==> config.mk <==
export PLATFORM = sky130hd
export DESIGN_NAME = ram_arbiter_flat
export DESIGN_NICKNAME = d
export VERILOG_FILES = /design/src/rtl/ram_arbiter_pkg.sv /design/src/rtl/ram_arbiter_if.sv /design/src/rtl/ram_arbiter_rr_arbiter.sv /design/src/rtl/ram_arbiter.sv /design/src/flat_wrapper.sv
export SDC_FILE = /design/constraint.sdc
export NUM_CORES = 1
export LEC_CHECK = 0
export ABC_AREA = 1
export CORE_ASPECT_RATIO = 1.5
export CORE_MARGIN = 2
export CORE_UTILIZATION = 28
export DETAILED_ROUTE_END_ITERATION = 6
export PLACE_DENSITY = 0.86
export SYNTH_ARGS = -nofsm -noshare
export SYNTH_HDL_FRONTEND = slang
export SYNTH_SLANG_ARGS = --single-unit
==> constraint.sdc <==
create_clock -name clk -period 2.7 [get_ports clk]
set_input_delay 0.81 -clock clk [delete_from_list [all_inputs] [get_ports clk]]
set_output_delay 0.81 -clock clk [all_outputs]
set_load 0.03 [all_outputs]
==> src/rtl/ram_arbiter_pkg.sv <==
// Shared memory-subsystem constants and types for the RAM arbiter slice.
package mem_pkg;

  localparam int ADDR_SIZE = 4;
  localparam int CELL_SIZE = 16;
  localparam int N_CLIENTS = 2;

  typedef logic [ADDR_SIZE-1:0] addr_t;
  typedef logic [CELL_SIZE-1:0] cell_t;

  // One client request as seen on the request channel.
  typedef struct packed {
    logic  we;
    addr_t addr;
    cell_t wdata;
  } mem_req_t;

endpackage

==> src/rtl/ram_arbiter_if.sv <==
// Client request/response channels plus the Ram-facing bus of the arbiter.
// The slave modport is the arbiter's view; master is the surrounding system
// (clients and the Ram block).
interface ram_arbiter_if
  import mem_pkg::*;
#(
  parameter int addr_size = ADDR_SIZE,
  parameter int cell_size = CELL_SIZE,
  parameter int n_clients = N_CLIENTS
);

  // Client request channel (valid/ready per client).
  logic [n_clients-1:0]                req_valid;
  logic [n_clients-1:0]                req_we;
  logic [n_clients-1:0][addr_size-1:0] req_addr;
  logic [n_clients-1:0][cell_size-1:0] req_wdata;
  logic [n_clients-1:0]                req_ready;

  // Read response channel: one-hot valid, shared data bus.
  logic [n_clients-1:0]                rsp_valid;
  logic [cell_size-1:0]                rsp_data;

  // Ram port.
  logic [addr_size-1:0]                ram_ra;
  logic [addr_size-1:0]                ram_wa;
  logic [cell_size-1:0]                ram_data;
  logic                                ram_we;
  logic [cell_size-1:0]                ram_result;

  modport slave (
    input  req_valid, req_we, req_addr, req_wdata, ram_result,
    output req_ready, rsp_valid, rsp_data,
    output ram_ra, ram_wa, ram_data, ram_we
  );

  modport master (
    output req_valid, req_we, req_addr, req_wdata, ram_result,
    input  req_ready, rsp_valid, rsp_data,
    input  ram_ra, ram_wa, ram_data, ram_we
  );

endinterface

==> src/rtl/ram_arbiter_rr_arbiter.sv <==
// Round-robin arbiter: one-hot grant among n requesters, priority rotating
// to the client just after the last winner.
module rr_arbiter #(
  parameter int n = 2
) (
  input  logic         clk,
  input  logic         reset_n,
  input  logic [n-1:0] req_i,
  output logic [n-1:0] grant_o
);

  localparam int cw = (n > 1) ? $clog2(n) : 1;

  logic [cw-1:0] rr_ptr_q;
  logic [cw-1:0] rr_ptr_d;
  logic [cw:0]   idx_wide;
  logic [cw-1:0] idx;
  logic          found;

  // Scan from rr_ptr upward, wrapping; the first pending request wins.
  always_comb begin
    grant_o  = '0;
    rr_ptr_d = rr_ptr_q;
    found    = 1'b0;
    idx_wide = '0;
    idx      = '0;
    for (int k = 0; k < n; k++) begin
      // Sum is at most 2n-2, so one subtraction brings it back in range.
      idx_wide = {1'b0, rr_ptr_q} + (cw+1)'(k);
      if (idx_wide >= (cw+1)'(n)) begin
        idx_wide = idx_wide - (cw+1)'(n);
      end
      idx = idx_wide[cw-1:0];
      if (!found && req_i[idx]) begin
        found        = 1'b1;
        grant_o[idx] = 1'b1;
        rr_ptr_d     = (idx == cw'(n-1)) ? '0 : idx + 1'b1;
      end
    end
  end

  // Pointer advances past the winner; it holds on idle cycles.
  always_ff @(posedge clk or negedge reset_n) begin
    if (!reset_n) begin
      rr_ptr_q <= '0;
    end else begin
      rr_ptr_q <= rr_ptr_d;
    end
  end

endmodule

==> src/rtl/ram_arbiter.sv <==
// Single-port Ram arbiter: grants one client per cycle round-robin, drives
// the Ram port from the winner, and routes the Ram's registered read result
// back to the client that issued the read one cycle earlier.
module ram_arbiter
  import mem_pkg::*;
#(
  parameter int addr_size = ADDR_SIZE,
  parameter int cell_size = CELL_SIZE,
  parameter int n_clients = N_CLIENTS
) (
  input logic            clk,
  input logic            reset_n,
  ram_arbiter_if.slave   bus
);

  localparam int cw = (n_clients > 1) ? $clog2(n_clients) : 1;

  logic [n_clients-1:0] grant;
  logic                 any_grant;
  logic [cw-1:0]        win_idx;

  logic [addr_size-1:0] sel_addr;
  logic [cell_size-1:0] sel_wdata;
  logic                 sel_we;

  // In-flight read: set for the cycle after a read grant, tagged with owner.
  logic                 rd_pend_q;
  logic                 rd_pend_d;
  logic [cw-1:0]        rsp_tag_q;
  logic [cw-1:0]        rsp_tag_d;

  rr_arbiter #(
    .n (n_clients)
  ) u_rr (
    .clk     (clk),
    .reset_n (reset_n),
    .req_i   (bus.req_valid),
    .grant_o (grant)
  );

  assign any_grant     = |grant;
  assign bus.req_ready = grant;

  // Encode the one-hot grant into a client index for the request mux.
  always_comb begin
    win_idx = '0;
    for (int i = 0; i < n_clients; i++) begin
      if (grant[i]) begin
        win_idx = cw'(i);
      end
    end
  end

  // Select the winner's request; park the Ram port at zero when idle.
  always_comb begin
    sel_addr  = '0;
    sel_wdata = '0;
    sel_we    = 1'b0;
    if (any_grant) begin
      sel_addr  = bus.req_addr[win_idx];
      sel_wdata = bus.req_wdata[win_idx];
      sel_we    = bus.req_we[win_idx];
    end
  end

  assign bus.ram_ra   = sel_addr;
  assign bus.ram_wa   = sel_addr;
  assign bus.ram_data = sel_wdata;
  assign bus.ram_we   = sel_we;

  // Next response tag: a granted read opens a response slot next cycle.
  always_comb begin
    rd_pend_d = any_grant & ~sel_we;
    rsp_tag_d = any_grant ? win_idx : rsp_tag_q;
  end

  // Response-tag register; reset drops any read still in flight.
  always_ff @(posedge clk or negedge reset_n) begin
    if (!reset_n) begin
      rd_pend_q <= 1'b0;
      rsp_tag_q <= '0;
    end else begin
      rd_pend_q <= rd_pend_d;
      rsp_tag_q <= rsp_tag_d;
    end
  end

  // Decode the tag into a one-hot response valid per client.
  for (genvar gi = 0; gi < n_clients; gi++) begin : g_rsp
    assign bus.rsp_valid[gi] = rd_pend_q && (rsp_tag_q == cw'(gi));
  end

  // Ram output is already registered, so read data passes straight through.
  assign bus.rsp_data = bus.ram_result;

endmodule
==> src/flat_wrapper.sv <==
// flat-port wrapper written by rule: the top's interface ports become plain ports
module ram_arbiter_flat import mem_pkg::*;
#(
  parameter int addr_size = ADDR_SIZE,
  parameter int cell_size = CELL_SIZE,
  parameter int n_clients = N_CLIENTS
)
  (clk, reset_n, bus_req_valid, bus_req_we, bus_req_addr, bus_req_wdata, bus_ram_result, bus_req_ready, bus_rsp_valid, bus_rsp_data, bus_ram_ra, bus_ram_wa, bus_ram_data, bus_ram_we);
  ram_arbiter_if #(.addr_size(addr_size), .cell_size(cell_size), .n_clients(n_clients)) bus_i ();
  input logic clk;
  input logic reset_n;
  input wire logic [$bits(bus_i.req_valid)-1:0] bus_req_valid;
  input wire logic [$bits(bus_i.req_we)-1:0] bus_req_we;
  input wire logic [$bits(bus_i.req_addr)-1:0] bus_req_addr;
  input wire logic [$bits(bus_i.req_wdata)-1:0] bus_req_wdata;
  input wire logic [$bits(bus_i.ram_result)-1:0] bus_ram_result;
  output wire logic [$bits(bus_i.req_ready)-1:0] bus_req_ready;
  output wire logic [$bits(bus_i.rsp_valid)-1:0] bus_rsp_valid;
  output wire logic [$bits(bus_i.rsp_data)-1:0] bus_rsp_data;
  output wire logic [$bits(bus_i.ram_ra)-1:0] bus_ram_ra;
  output wire logic [$bits(bus_i.ram_wa)-1:0] bus_ram_wa;
  output wire logic [$bits(bus_i.ram_data)-1:0] bus_ram_data;
  output wire logic [$bits(bus_i.ram_we)-1:0] bus_ram_we;
  assign bus_i.req_valid = bus_req_valid;
  assign bus_i.req_we = bus_req_we;
  assign bus_i.req_addr = bus_req_addr;
  assign bus_i.req_wdata = bus_req_wdata;
  assign bus_i.ram_result = bus_ram_result;
  assign bus_req_ready = bus_i.req_ready;
  assign bus_rsp_valid = bus_i.rsp_valid;
  assign bus_rsp_data = bus_i.rsp_data;
  assign bus_ram_ra = bus_i.ram_ra;
  assign bus_ram_wa = bus_i.ram_wa;
  assign bus_ram_data = bus_i.ram_data;
  assign bus_ram_we = bus_i.ram_we;
  ram_arbiter #(.addr_size(addr_size), .cell_size(cell_size), .n_clients(n_clients)) u_core (.clk(clk), .reset_n(reset_n), .bus(bus_i));
endmodule
# After elaboration in Yosys (flattened, before gate mapping)
# Cells that the tools add are included.
totals:
  regBits: 3
  out_inout_bits: 45
  in_bits: 62
  elab_cells: 54
classes:
  n_addsub: 5
  n_reduce_logical: 8
  bitwise_logic: 4
  mux: 27
  order_cmp: 7
ops:
  columns: ["cell", "count"]
  rows:
  - ["$mux W16", 3]
  - ["$mux W1", 17]
  - ["$mux W4", 3]
  - ["$lt A1 B2 Y1 const B", 3]
  - ["$logic_and A1 B1 Y1", 5]
  - ["$mux W2", 2]
  - ["$add A1 B1 Y1 const B", 2]
  - ["$add A1 B1 Y2 const B", 1]
  - ["$demux W1 S1", 2]
  - ["$ge A1 B1 Y1 const B", 2]
  - ["$ge A1 B2 Y1 const B", 1]
  - ["$ge A2 B2 Y1 const B", 1]
  - ["$not A1 Y1", 2]
  - ["$or A2 B2 Y2", 1]
  - ["$reduce_bool A2 Y1", 1]
  - ["$reduce_or A2 Y1", 1]
  - ["$sub A1 B1 Y1 const B", 2]
  - ["$and A1 B1 Y1", 1]
  - ["$logic_not A1 Y1", 1]

# Logic depth before layout (Yosys ltp)
# Gate-level depths: netlist of the first run.
logic_depth:
  ltp_word: 15
  ltp_mapped: 8
  mapped_depth_nobuf: 6

# Hierarchy
# A second synthesis of the first run with hierarchy kept.
hier_totals:
  hier_cells: 119
  area_unflattened_um2: 644.4
by_module_without_submodules:
  columns: ["module", "area_each_um2", "cells_per_inst", "seq_area_each_um2", "n_inst"]
  rows:
  - ["ram_arbiter", 580.6, 111, 50.0, 1]
  - ["rr_arbiter", 63.8, 8, 25.0, 1]

# Least setup slack after synthesis of the first run
# No wires, ideal clock.
synth_path:
  kind: "input to output"
  startpoint: "in bus_req_valid[1]"
  endpoint: "out bus_ram_wa[1]"
  t_arrival_ps: 1744
  t_required_ps: 1890
  slack_ps: 146
  stages: 8
  path_buffers: 3
  cell_sequence: "buf_4 -> nand2_1 -> nand2_2 -> buf_6 -> nand2_1 -> nand2_1 -> inv_1 -> buf_4"
synth_between:
  elab_chain_len: 10
  elab_cells_between_ends: 15
  classes_between: "mux: 11; bitwise: 1; reduce/logical: 3"
synth_lines:
  columns: ["element", "line", "source"]
  rows:
  - ["from (decl)", "flat_wrapper.sv:12", "input wire logic [$bits(bus_i.req_valid)-1:0] bus_req_valid;"]
  - ["$mux W1 (not written as such) (2 in a row)", "ram_arbiter_rr_arbiter.sv:34", "if (!found && req_i[idx]) begin"]
  - ["$mux W1", "ram_arbiter_rr_arbiter.sv:34", null]
  - ["$logic_not A1 Y1", "ram_arbiter_rr_arbiter.sv:34", null]
  - ["$logic_and A1 B1 Y1", "ram_arbiter_rr_arbiter.sv:34", null]
  - ["$mux W2 *", "ram_arbiter_rr_arbiter.sv:34", null]
  - ["$mux W1", "ram_arbiter.sv:48", "if (grant[i]) begin"]
  - ["$mux W4 (not written as such) (2 in a row)", "ram_arbiter.sv:60", "sel_addr = bus.req_addr[win_idx];"]
  - ["$mux W4 *", "ram_arbiter.sv:59", "if (any_grant) begin"]
  - ["to (decl)", "flat_wrapper.sv:21", "output wire logic [$bits(bus_i.ram_wa)-1:0] bus_ram_wa;"]
# Every way passes the cells marked *; elsewhere a longest branch is shown, timed or not. The select of a mux whose other input is x is not followed.

# Worst setup path after layout of the first run
layout_path:
  startpoint: "in bus_req_valid[1]"
  endpoint: "out bus_ram_wa[2]"
# The elaborated chain is that of the path after synthesis.

==> impl_metrics.ini, run 1 <==
[route]
wl_per_cell_um = 8.91
via_per_inst = 3.91
drcViolationCount = 0
wirelength_um = 2450
dr.first_iter.drc_count = 23
firstDrtPassIters = 4
vias = 1074
antenna_left = 0

[logic_synthesis]
yosysSeqAreaShare_pct = 8.80
syn_nets = 239
synth_warnings = 0
syn_area_um2 = 853
syn_avg_cell_area_um2 = 4.82
synth_cells = 177
ys_ff_latch = 3
ys_types = 12

[floorplan]
die_y_um = 71.6
io_pins = 107
num_rows = 24
dieArea_mm2 = 0.00351
coreArea_mm2 = 0.00291
initial_core_util_pct = 29.3
die_w_um = 49.1

[clocking]
cts_setup_buffers = 0
htreeDepth = 1
cts_inserted_buffers = 3
clock_sinks = 3
cts.hold.buffers_added = 0
root_buffer = clkbuf_8
clk_pin_slew_worst_paths_ns = 0.03
clock_latency_ns = 0.22
clk_path_buf_depth = 2
cts_tree = built
cts_resized = 14

[layout]
fillers = 293
nets = 299
multi_input_area_um2 = 382
most-common-layout-cells = nand2_1 (87), clkdlybuf4s50_1 (45), inv_1 (44)
layout_commonest_cell = nand2_1
drive_above_1_share_pct = 19.9
final_cell_count_no_fill = 275
fin_util_pct = 52.4
area_delta_synth_final_pct = 79.0
design_area_mm2 = 0.00153
final-seq-area_um2 = 75.1
n_antenna_cell = 0

[global_routing]
first_global_vias = 971
grt_use_total_pct = 14.2
grt_pass1_wl_um = 3880
grt_max_degree = 17
antenna_found_initial = 0
grt_overflow = 0

[hold_path]
min_to = u_core.rsp_tag_q
hp-class = reg -> reg
hp-start = u_core.rsp_tag_q
min_delay_path_depth = 2

[timing]
period_share_pct = 95.2
setup_violations = 0
skew_ns = 0.00525
hold_viol_final = 0
worst_slack_ns = 0.131
worstMarginPinSlew_ns = 0.317
max_clock_freq_ghz = 0.389
slew_violations = 0
period_needed_ns = 2.57
grt_setup_unrepaired = false
max_slew_margin_pct = 78.8

[critical_path]
slowest_delay_ns = 0.25
r2r-start = u_core.u_rr.rr_ptr_q
crit_buf_inv = 5
path_cells = dlygate4sd2_1 > buf_4 > nand2_4 > buf_12 > nand2_1 > nand2_1 > inv_2 > buf_6
cpMostUsedCell = nand2_1
r2r-end = u_core.rd_pend_q
rrSetupSlack_ns = 1.74
end_kind = output port
crit_family = buffers and inverters
cp_slowest_cell = dlygate4sd2_1
reg2regPathDepth = 7
arrival_ns = 1.76
cp.required_ns = 1.89
path_class = in -> out
cp-start-kind = primary input
worstPathMaxFanout = 16

[flow_run]
maxCapViolCount = 0

[placement]
routabilityCongestion = 0.719
io_buffers = 74
placed_cell_area_mm2 = 0.00146
dp.cells = 271
pre_cts_ws_ns = -0.108
dpl.hpwl_um = 1990

[pwr]
power_leakage_nw = 1.00
swShare_pct = 41.9
vdd_drop_max_mv = 0.244
power.share.clock_pct = 23.7
comb_power_share_pct = 66.5
p_per_area_mw_per_mm2 = 368
p_seq_share_pct = 9.8
p_int_w = 0.000326
finalPower_w = 0.000561
p_sw_w = 0.000235

[status]
status = completed
[state kept, by name, summed over array words and instances (netlist names)]
signal,count
u_core.rd_pend_q,1
u_core.u_rr.rr_ptr_q,1
u_core.rsp_tag_q,1
[stage by stage]
stage	hold slack (ns)	setup TNS [ns]
detailed placement	0.550	-2.08
global placement	0.543	-1.80
CTS	0.559	0
floorplan	0.514	0
global route	0.580	0
finish	0.555	0
[cells in the mapped netlist]
library cell   n  area share, %
nand2_1       87             38
inv_1         48             21
buf_4         24             21
dfrtp_1        3            8.8
nor2_1         3            1.3
buf_2          2            1.2
buf_6          2            2.6
nand2_2        2            1.5
nand3_1        2            1.2
o21ai_0        2            1.2
inv_2          1           0.44
nand2_4        1            1.3
[power by group through the flow]
stage | Clock, W | Sequential, W | Combinational, W
floorplan | 0 | 0.0000545 | 0.000253
global placement | 0 | 0.0000550 | 0.000361
detailed placement | 0 | 0.0000554 | 0.000363
CTS | 0.000138 | 0.0000549 | 0.000376
global route | 0.000141 | 0.0000551 | 0.000404
finish | 0.000133 | 0.0000549 | 0.000373
[logic make-up (layout without fill, tap and decap cells)]
logic type	Yosys count	after routing	synth area share, %
buffers and inverters	77	136	46.5
AOI/OAI and AO/OA	2	2	1.17
and+or+nand+nor	95	95	43.5
DFF	3	3	8.80
[worst min-delay path, cell delays in order, from the launching register on]
cell	delay (ns)
dfrtp_1	0.38
inv_1	0.05
o21ai_0	0.07
[routing by layer]
metal  global-route usage [%]  up-vias  part of all wire [%]
li1                         -      576                     -
met5                        0        -                     0
met1                     11.0      433                    34
met3                     3.13       14                   8.9
met2                     29.4       51                    54
met4                     9.52        0                   2.5
[how the worst max path moves through the flow]
| stage | startpoint | end | depth (start not counted) |
|---|---|---|---|
| after global routing | bus_req_valid[1] | bus_ram_we | 7 |
| after floorplan | bus_req_valid[1] | bus_ram_wa[1] | 8 |
| after global placement | bus_req_valid[1] | bus_ram_ra[1] | 8 |
| final | bus_req_valid[1] | bus_ram_wa[2] | 8 |
| after detailed placement | bus_req_valid[1] | bus_ram_wa[1] | 8 |
| after CTS | bus_req_valid[1] | bus_ram_we | 7 |
[layout make-up]
cell class | instances | area share, %
tap | 39 | 3.19
multi-input combinational | 97 | 25.0
sequential | 3 | 4.91
timing repair buffer | 83 | 51.9
inverter | 49 | 12.0
clock buffer | 4 | 2.95
No activity file was read; power rests on OpenSTA's default activity.
==> run 2: changes to the inputs <==
- SKIP_CTS_REPAIR_TIMING: not set -> 1
==> run 2 against run 1 <==
Net effect:
- setup slack improved by 0.053 ns
- clock skew about the same
- clock power about the same
- die area unchanged
- flip-flop and latch count unchanged
- largest cell class unchanged
- utilization unchanged
==> impl_metrics.ini, run 2 (same netlist as run 1, synthesis figures left out) <==
[clocking]
cts_inserted_buffers = 3
clock_sinks = 3
clock_latency_ns = 0.22
clk_path_buf_depth = 2
cts_tree = built
root_buffer = clkbuf_8
htreeDepth = 1
clk_pin_slew_worst_paths_ns = 0.03

[critical_path]
arrival_ns = 1.71
end_kind = output port
cp.required_ns = 1.89
cp-start-kind = primary input
path_class = in -> out
worstPathMaxFanout = 2

[layout]
final_cell_count_no_fill = 275
layout_commonest_cell = nand2_1
design_area_mm2 = 0.00153
final-seq-area_um2 = 75.1
drive_above_1_share_pct = 19.1
most-common-layout-cells = nand2_1 (87), inv_1 (46), clkdlybuf4s50_1 (45)
area_delta_synth_final_pct = 79.0
n_antenna_cell = 0
top_regs = u_core.rd_pend_q: 1 flops, u_core.rsp_tag_q: 1 flops, u_core.u_rr.rr_ptr_q: 1 flops
fillers = 291
nets = 299
multi_input_area_um2 = 382

[timing]
max_clock_freq_ghz = 0.398
period_share_pct = 93.2
worstMarginPinSlew_ns = 0.317
worst_slack_ns = 0.184
slew_violations = 0
fin_setup_tns_ns = 0
skew_ns = 0.00524
setup_violations = 0
period_needed_ns = 2.52
grt_setup_unrepaired = false
max_slew_margin_pct = 78.8
hold_viol_final = 0

[placement]
routabilityCongestion = 0.719
dpl.hpwl_um = 1990
pre_cts_ws_ns = -0.108
placed_cell_area_mm2 = 0.00146
io_buffers = 74
dp.cells = 271

[pwr]
power_leakage_nw = 1.02
p_per_area_mw_per_mm2 = 366
finalPower_w = 0.000559
vdd_drop_max_mv = 0.247

[global_routing]
first_global_vias = 928
grt_overflow = 0
grt_max_degree = 17
antenna_found_initial = 0
grt_use_total_pct = 13.5
grt_pass1_wl_um = 3680

[route]
wl_per_cell_um = 8.90
antenna_left = 0
drcViolationCount = 0
via_per_inst = 3.90
vias = 1072
wirelength_um = 2450
dr.first_iter.drc_count = 18
firstDrtPassIters = 4

[floorplan]
num_rows = 24
initial_core_util_pct = 29.3
die_y_um = 71.6
die_w_um = 49.1
coreArea_mm2 = 0.00291
io_pins = 107
dieArea_mm2 = 0.00351

[status]
status = completed

[hold_path]
hp-class = reg -> reg

[flow_run]
maxCapViolCount = 0
## run 2: path summary, 6_finish.rpt
path | start | end | slack (ns) | depth (start not counted)
min in group asynchronous | reset_n | u_core.rsp_tag_q | 0.77 | 1
worst min register to register | u_core.rsp_tag_q | u_core.rsp_tag_q | 0.56 | 2
worst max register to register | u_core.u_rr.rr_ptr_q | u_core.rd_pend_q | 1.74 | 7
max in group asynchronous | reset_n | u_core.u_rr.rr_ptr_q | 1.79 | 1
worst min-delay path | u_core.rsp_tag_q | u_core.rsp_tag_q | 0.56 | 2
worst max-delay path | bus_req_we[0] | bus_ram_we | 0.18 | 6
## run 2: through the flow
step / util [%] / hold slack (ns)
6_report: 52.4 / 0.556
5_1_grt: 52.4 / 0.580
4_1_cts: 51.5 / 0.559
3_5_place_dp: 50.0 / 0.550
3_3_place_gp: 50.0 / 0.543
2_1_floorplan: - / 0.514
## run 2: worst max-delay path, cell delays in order
cell	delay (ns)
clkdlybuf4s50_1	0.49
inv_1	0.05
nand2_1	0.06
nand2_1	0.04
nor2_1	0.09
buf_4	0.17
## run 2: per-layer routing
| layer | up-vias | routed length, um | share of wire (%) | global-route usage (%) |
|---|---|---|---|---|
| li1 | 576 | - | - | - |
| met1 | 431 | 842 | 34 | 10.8 |
| met2 | 51 | 1330 | 54 | 27.3 |
| met3 | 14 | 216 | 8.8 | 3.13 |
| met4 | 0 | 62 | 2.5 | 9.52 |
| met5 | - | 0 | 0 | 0 |
## run 2: cell type report
type | instances | share of cell area [%]
repair buffers | 83 | 51.9
inverters | 49 | 12.0
flip-flops and latches | 3 | 4.91
well taps | 39 | 3.19
multi-input cells | 97 | 25.0
clock buffers | 4 | 2.95
## run 2: report_power, final
part | switching, W | total, W | internal (W)
registers | 0.00000373 | 0.0000549 | 0.0000512
clock network | 0.0000323 | 0.000133 | 0.000101
logic | 0.000198 | 0.000371 | 0.000173
==> run 3: changes to the inputs <==
- CORE_UTILIZATION: 28 -> 23
- PLACE_DENSITY: 0.86 -> 0.84
- SYNTH_HIERARCHICAL: not set -> 1
- TNS_END_PERCENT: not set -> 50
==> run 3 against run 2 <==
Net effect:
- sequential power grew 5.3%
- clock skew shrank 0.0028 ns
- register-to-register slack lost 0.22 ns
- area after synthesis shrank 24%
- flip-flop and latch count is the same
- synthesized cell count shrank 33%
- via count shrank 15%
- non-clock buffer count shrank 1
- final cell count shrank 21%
- clock power shrank 4%
- combinational power shrank 4%
- utilization shrank 2.6 points
- critical path type unchanged
- critical endpoint is now bus_ram_data[9]
- largest cell class unchanged
==> impl_metrics.ini, run 3 <==
[status]
status = completed

[layout]
fin_util_pct = 49.9
most-common-layout-cells = nand2_1 (47), clkdlybuf4s50_1 (45), buf_4 (28)
design_area_mm2 = 0.00134
final-seq-area_um2 = 75.1
multi_input_area_um2 = 364
layout_commonest_cell = nand2_1
nets = 243
top_regs = u_core/rd_pend_q: 1 flops, u_core/rsp_tag_q: 1 flops, u_core/u_rr/rr_ptr_q: 1 flops
drive_above_1_share_pct = 27.8
area_delta_synth_final_pct = 107
final_cell_count_no_fill = 217
fillers = 263
n_antenna_cell = 0

[pwr]
power_leakage_nw = 0.699
p_per_area_mw_per_mm2 = 405
vdd_drop_max_mv = 0.240

[logic_synthesis]
netlist_top_cells_count = nand2_1 (49), buf_4 (21), nor2_1 (20), a21oi_1 (8), inv_1 (8)
synthArstFlopShare_pct = 100
synth_flop_cell = dfrtp_1
synth_cells = 119
synth_warnings = 6
yosysMostFrequentCell = nand2_1
syn_nets = 181
synth_edf_count = 0
yosysSeqAreaShare_pct = 11.7
syn_avg_cell_area_um2 = 5.41
synth.largest_area_cell = nand2_1
yosysTopAreaCellShare_pct = 28.5
ys_types = 12
ys_ff_latch = 3
synth_area_leaders = nand2_1 (29%), buf_4 (24%), dfrtp_1 (12%)
syn_area_um2 = 644

[timing]
worstMarginPinSlew_ns = 0.302
period_share_pct = 97.9
grt_setup_unrepaired = true
period_needed_ns = 2.64
max_slew_margin_pct = 79.8
max_clock_freq_ghz = 0.378
whs_ns = 0.525
skew_ns = 0.00244
hold_viol_final = 0
setup_violations = 0
slew_violations = 0

[global_routing]
grt_max_degree = 13
grt_pass1_wl_um = 3040
first_global_vias = 767
antenna_found_initial = 0
grt_overflow = 0
grt_use_total_pct = 13.3

[hold_path]
hp-class = reg -> reg
hp-start = u_core/rsp_tag_q

[clocking]
clk_path_buf_depth = 2
root_buffer = clkbuf_8
cts_tree = built
clock_latency_ns = 0.21
clock_sinks = 3
cts_inserted_buffers = 3
htreeDepth = 1
clk_pin_slew_worst_paths_ns = 0.03

[critical_path]
cp-start-kind = primary input
rrSetupSlack_ns = 1.52
crit_end = bus_ram_data[9]
reg2regPathDepth = 6
startpoint = bus_req_valid[1]
end_kind = output port
r2r-end = u_core/rd_pend_q
path_cells = dlymetal6s2s_1 > buf_4 > a21boi_4 > inv_2 > nor2_2 > nand2_1 > nand2_1 > buf_4
cp_slowest_cell = nor2_2
slowest_delay_ns = 0.22
r2r-start = u_core/u_rr/rr_ptr_q
arrival_ns = 1.83
cp.required_ns = 1.89
path_class = in -> out
worstPathMaxFanout = 5

[floorplan]
io_pins = 107
num_rows = 23
dieArea_mm2 = 0.00325
die_w_um = 47.2
coreArea_mm2 = 0.00268
initial_core_util_pct = 24.1
die_y_um = 68.8

[placement]
dp.cells = 210
dpl.hpwl_um = 1950
io_buffers = 74
routabilityCongestion = 0.702
placed_cell_area_mm2 = 0.00123

[route]
wirelength_um = 2440
vias = 906
via_per_inst = 4.18
antenna_left = 0
wl_per_cell_um = 11.3
drcViolationCount = 0
dr.first_iter.drc_count = 7
firstDrtPassIters = 4

[flow_run]
maxCapViolCount = 0
[run 3: cell types whose count changed after synthesis, sizes merged]
cell	change
nand2	-41
a21boi	+1
nor2	+18
a21oi	+9
buf	-2
inv	-39
nand3	-2
o21ai	-2
[run 3: critical path, delay by kind of cell]
family / cells / cell delay [ns]
AO/OA/AOI/OAI: 1 / 0.14
buffers and inverters: 4 / 0.51
AND/OR/NAND/NOR: 3 / 0.36
[run 3: layout make-up]
cell class	instances	area share, %
inverter	10	3.00
clock buffer	4	3.37
tap	37	3.47
timing repair buffer	82	57.3
multi-input combinational	81	27.3
sequential	3	5.62
[run 3: report_power, final]
part | switching (W) | total (W) | internal, W
combinational | 0.000192 | 0.000355 | 0.000163
sequential | 0.00000628 | 0.0000578 | 0.0000515
clock | 0.0000278 | 0.000128 | 0.000101
[run 3: how the worst min path moves through the flow]
stage / endpoint / slack, ns / cells after the start
global route: u_core/rsp_tag_q / 0.57 / 2
CTS: u_core/rsp_tag_q / 0.53 / 2
global placement: u_core/rsp_tag_q / 0.50 / 2
floorplan: u_core/rsp_tag_q / 0.46 / 2
detailed placement: u_core/rsp_tag_q / 0.52 / 2
finish: u_core/rsp_tag_q / 0.52 / 2
[run 3: cells by family after synthesis]
group           synth area share, %
simple gates                   41.9
buf+inv                        37.1
compound gates                 9.32
flops                          11.7
[run 3: metal layers]
metal / global-route usage, % / part of all wire (%)
met5: 0 / 0
met4: 7.99 / 2.2
met3: 2.86 / 15
met2: 28.1 / 53
met1: 9.55 / 29
[run 3: metrics by stage]
stage	TNS, ns	worst slack [ns]	total power [W]
after floorplan	-0.00450	-0.00450	0.000298
after global placement	-6.45	-0.285	0.000396
after detailed placement	-7.03	-0.321	0.000400
after CTS	-7.16	-0.323	0.000529
after global routing	-0.0129	-0.00635	0.000575
final	0	0.0578	0.000541
